File: src/rtl/c0_int_ctrl.sv
// rtl/c0_int_ctrl.sv - CP0 Count/Compare timer, interrupt synchronizers, Cause.IP and interrupt request sequencing
module c0_int_ctrl #(
    parameter int SYNC_STAGES = 2,
    parameter int COUNT_DIV   = 2
) (
    input  logic        clk,
    input  logic        resetn,
    input  logic [5:0]  ext_int,
    input  logic        c0_we,
    input  logic [7:0]  c0_addr,
    input  logic [31:0] c0_wdata,
    input  logic        status_ie,
    input  logic        status_exl,
    input  logic [7:0]  status_im,
    input  logic [1:0]  cause_ip_sw,
    input  logic        ex_commit,
    input  logic        eret_commit,
    output logic [31:0] count,
    output logic [31:0] compare,
    output logic        ti,
    output logic [7:0]  cause_ip,
    output logic        int_req
);

    // CP0 addresses are {rd, sel}
    localparam logic [7:0] ADDR_COUNT   = {5'd9, 3'd0};
    localparam logic [7:0] ADDR_COMPARE = {5'd11, 3'd0};

    // A divide-by-1 prescaler still needs a 1-bit register so the wrap compare stays well formed
    localparam int             PW        = (COUNT_DIV > 1) ? $clog2(COUNT_DIV) : 1;
    localparam logic [PW-1:0]  PRESC_MAX = PW'(COUNT_DIV - 1);

    typedef enum logic [1:0] {
        ST_IDLE  = 2'd0,
        ST_REQ   = 2'd1,
        ST_BLOCK = 2'd2
    } state_t;

    logic [PW-1:0] presc_q;
    logic          presc_wrap;
    logic          count_wr;
    logic          compare_wr;
    logic [31:0]   count_inc;
    logic [5:0]    sync_q [SYNC_STAGES];
    logic [5:0]    sync_out;
    logic          pending;
    logic          commit;
    state_t        state;
    logic          holdoff;

    assign count_wr   = c0_we && (c0_addr == ADDR_COUNT);
    assign compare_wr = c0_we && (c0_addr == ADDR_COMPARE);
    assign presc_wrap = (presc_q == PRESC_MAX);
    assign count_inc  = count + 32'd1;
    assign commit     = ex_commit | eret_commit;

    // Prescaler and Count: a Count write restarts the prescaler and beats a coincident increment
    always_ff @(posedge clk or negedge resetn) begin
        if (!resetn) begin
            presc_q <= '0;
            count   <= '0;
        end else if (count_wr) begin
            presc_q <= '0;
            count   <= c0_wdata;
        end else if (presc_wrap) begin
            presc_q <= '0;
            count   <= count_inc;
        end else begin
            presc_q <= presc_q + PW'(1);
        end
    end

    // Compare and the sticky timer flag: only an increment can raise ti, only a Compare write clears it
    always_ff @(posedge clk or negedge resetn) begin
        if (!resetn) begin
            compare <= '0;
            ti      <= 1'b0;
        end else if (compare_wr) begin
            compare <= c0_wdata;
            ti      <= 1'b0;
        end else if (!count_wr && presc_wrap && (count_inc == compare)) begin
            ti      <= 1'b1;
        end
    end

    // Multi-flop synchronizer chain for the raw external interrupt lines
    always_ff @(posedge clk or negedge resetn) begin
        if (!resetn) begin
            for (int i = 0; i < SYNC_STAGES; i++) begin
                sync_q[i] <= '0;
            end
        end else begin
            sync_q[0] <= ext_int;
            for (int i = 1; i < SYNC_STAGES; i++) begin
                sync_q[i] <= sync_q[i-1];
            end
        end
    end

    assign sync_out = sync_q[SYNC_STAGES-1];
    assign cause_ip = {ti | sync_out[5], sync_out[4:0], cause_ip_sw};
    assign pending  = (|(cause_ip & status_im)) & status_ie & ~status_exl;

    // Request sequencer: commits force a two-cycle holdoff so no request is raised before Status.EXL settles
    always_ff @(posedge clk or negedge resetn) begin
        if (!resetn) begin
            state   <= ST_IDLE;
            holdoff <= 1'b0;
            int_req <= 1'b0;
        end else if (commit) begin
            state   <= ST_BLOCK;
            holdoff <= 1'b1;
            int_req <= 1'b0;
        end else begin
            case (state)
                ST_IDLE: begin
                    if (pending) begin
                        state   <= ST_REQ;
                        int_req <= 1'b1;
                    end
                end
                ST_REQ: begin
                    if (!pending) begin
                        state   <= ST_IDLE;
                        int_req <= 1'b0;
                    end
                end
                ST_BLOCK: begin
                    if (holdoff) begin
                        holdoff <= 1'b0;
                    end else begin
                        state   <= ST_IDLE;
                    end
                end
                default: begin
                    state   <= ST_IDLE;
                    holdoff <= 1'b0;
                    int_req <= 1'b0;
                end
            endcase
        end
    end

endmodule

File: config.mk
export PLATFORM = sky130hd
export DESIGN_NAME = c0_int_ctrl
export DESIGN_NICKNAME = d
export VERILOG_FILES = /design/src/rtl/c0_int_ctrl.sv
export SDC_FILE = /design/constraint.sdc
export NUM_CORES = 1
export LEC_CHECK = 0
export CAP_MARGIN = 25
export CELL_PAD_IN_SITES_DETAIL_PLACEMENT = 1
export CELL_PAD_IN_SITES_GLOBAL_PLACEMENT = 2
export CORE_MARGIN = 10
export CORE_UTILIZATION = 32
export CTS_BUF_LIST = sky130_fd_sc_hd__clkbuf_8
export DETAILED_ROUTE_END_ITERATION = 16
export PLACE_DENSITY = 0.91
export SLEW_MARGIN = 20
export SYNTH_ARGS = -nofsm -noshare
export SYNTH_HDL_FRONTEND = slang
export SYNTH_SLANG_ARGS = --single-unit
File: constraint.sdc
create_clock -name clk -period 6.6 [get_ports clk]
set_input_delay 1.98 -clock clk [delete_from_list [all_inputs] [get_ports clk]]
set_output_delay 1.98 -clock clk [all_outputs]
set_load 0.005 [all_outputs]
==> impl_metrics.yaml <==
critical_path:
  crit_path_top_delay_cell: "clkdlybuf4s50_1"
  worstSetupPathType: "input pin to output pin"
  crit_path_max_fanout: 2
  end_kind: "output pin"
  critPathArrivalTime_ns: 2.97
  required_ns: 4.62
  cpMostUsedCell: "clkdlybuf4s50_1"
  path_delay_family: "buffers and inverters"
  worstPathCellList: "clkdlybuf4s50_1, clkdlybuf4s50_1"
  cp_num_buf_inv: 2
  cpPeakStageDelay_ns: 0.51
  worst_setup_path_start_kind: "input pin"
timing:
  setup_viol: 0
  setup_tns_ns: 0
  fin_crit_ns: 4.953
  grt_setup_unrepaired: "false"
  fin_hold_ws_ns: 0.3537
  worst_slack_ns: 1.647
  max_slew_margin_pct: 48.94
  worst_slew_pin_slew_ns: 0.7658
  skew_ns: 0.01337
  finalMaxSlewViolations: 0
  max_freq_mhz: 201.9
  hold_viol_final: 0
  min_period_over_period_pct: 75.05
die:
  core_area_um2: 14040
  rows: 43
  ios: 137
  dieArea_um2: 19710
  die_y_um: 140.4
  die_w_um: 140.4
  initial_core_util_pct: 33.03
finish:
  fin_util_pct: 44.49
  syn_to_final_growth_pct: 34.69
  design_area_um2: 6247
  layout.nets: 649
  drive_gt1_share_pct: 11.21
  fillers: 1590
  n_antenna_cell: 0
global_route:
  grt_start_max_net_pins: 83
  grt.total_usage_pct: 15.55
  grt_overflow: 0
  antenna_found_initial: 0
  grt_pass1_vias: 4269
  grt_pass1_wl_um: 24680
worst_hold_path:
  hold_path.class: "flip-flop to flip-flop"
synthesis:
  ys_seq_elements: 82
  ys_types: 61
  syn_inst: 465
  seq_area_frac_synth_pct: 44.24
  synthArstFlopShare_pct: 100.0
  synth_area_um2: 4638
  synth_nets: 529
  synth_edf_count: 0
  synth_ff_type: "dfrtp_1"
  yosys_warnings: 0
  synth_area_per_cell_um2: 9.975
run_status:
  status: "complete, no violations"
detailed_routing:
  wl_per_cell_um: 19.49
  dr.pass1.iters: 4
  vias: 3850
  route.detailed.drc: 0
  initialDrtViolationCount: 151
  vias_per_cell: 5.007
  wl_um: 14990
  final_antenna_net_count: 0
clock_tree:
  clk_path_buf_depth: 2
  cts_tree: "built"
  h-tree-depth: 3
  cts_hold_buf: 0
  cts-buffers-inserted: 9
  cts.clk_slew.worst_paths_ns: 0.08
  cts_root_buffer: "clkbuf_8"
  clk_latency_ns: 0.38
  cts-resized-gates: 0
  cts_sinks: 82
  cts_setup_buffers: 0
place:
  place_worst_setup_slack_ns: 1.634
  port_buffers: 136
  place_area_um2: 6060
  hpwlAfterDp_um: 11800
  gp_congestion: 0.8706
job:
  maxCapViolCount: 0
power_and_ir_drop:
  power.density_nw_per_um2: 218.9
  peakVddDrop_mv: 0.09119
  p_leak_nw: 2.456
kinds of logic (layout without fill, tap and decap cells):
family / after synthesis / after routing / share of synthesized area (%)
AOI/OAI and AO/OA: 63 / 63 / 8.471
xor gates and xnor gates: 74 / 74 / 13.97
adders and majority gates: 1 / 1 / 0.2697
buffers and inverters: 36 / 160 / 4.640
DFF: 82 / 82 / 44.24
muxes: 38 / 38 / 9.091
and+or+nand+nor: 171 / 171 / 19.32
routing by layer:
metal	GRT usage [%]	up-vias	share of wire, %
met4	5.978	0	2.0
li1	-	1863	-
met2	26.06	87	50
met3	3.753	19	4.8
met5	0	-	0
met1	18.73	1881	43
synthesized netlist by cell type (2+ instances only):
library cell,count,area [µm²]
nand3b_1,2,15.01
o21a_1,2,15.01
xnor2_1,40,350.3
nand2_1,64,240.2
o22ai_1,2,12.51
a22oi_1,2,15.01
and4_1,3,26.28
nor4_1,4,25.02
o32ai_1,2,17.52
buf_6,4,45.04
dfrtp_1,82,2052
nand3_1,16,80.08
buf_4,9,67.56
mux2i_1,5,50.05
mux2_2,33,371.6
buf_2,2,10.01
or3_1,2,12.51
and3_1,2,12.51
xor2_1,34,297.8
inv_1,6,22.52
or2_2,3,18.77
clkbuf_1,11,41.29
nor2_1,25,93.84
o21ai_0,37,185.2
o211ai_1,2,15.01
and2_1,3,18.77
nor3_1,15,75.07
clkbuf_2,3,15.01
a21oi_1,3,15.01
nand4_1,16,100.1
layout make-up:
type | count | area, µm² | share of cell area (%)
clock buffers | 9 | 123.9 | 1.983
clock inverters | 6 | 60.06 | 0.9613
inverters | 6 | 22.52 | 0.3605
multi-input cells | 347 | 2379 | 38.07
flip-flops and latches | 82 | 2052 | 32.85
well taps | 180 | 225.2 | 3.605
repair buffers | 139 | 1385 | 22.17
worst paths after layout:
kind / start / to / slack [ns] / depth (start not counted)
worst max-delay path: cause_ip_sw[1] / cause_ip[1] / 1.65 / 2
worst max register to register: count[0] / ti / 3.79 / 8
min in group asynchronous: resetn / holdoff / 1.65 / 1
max in group asynchronous: resetn / compare[9] / 4.42 / 1
worst min-delay path: sync_q[10] / sync_out[4] / 0.35 / 0
worst min register to register: sync_q[10] / sync_out[4] / 0.35 / 0
state kept, by name, summed over array words and instances, names as in the netlist:
register	count
compare	32
count	32
sync_out	6
sync_q	6
state	2
holdoff	1
int_req	1
presc_q	1
ti	1
layout by cell type, fill, tap and decap left out, drive strengths merged, types with 4 or more instances in the layout:
master	instances
nor2	25
nor3	16
and2	4
nand4	17
nor4	5
dfrtp	82
clkdlybuf4s50	135
mux2i	5
buf	4
xnor2	40
mux2	33
nand3	18
and4	4
xor2	34
inv	7
clkbuf	9
o21ai	37
nand2	65
through the flow:
| step | power, mW | std cells |
|---|---|---|
| floorplan | 0.8137 | 465 |
| global placement | 1.010 | 754 |
| detailed placement | 1.021 | 754 |
| CTS | 1.389 | 769 |
| global route | 1.458 | 769 |
| finish | 1.368 | 769 |
where the power goes:
part | switching, mW | total (mW) | internal (mW)
registers | 0.0923 | 0.640 | 0.548
logic | 0.161 | 0.367 | 0.206
clock network | 0.190 | 0.361 | 0.171
total | 0.443 | 1.37 | 0.924
(Power assumes the default switching activity.)
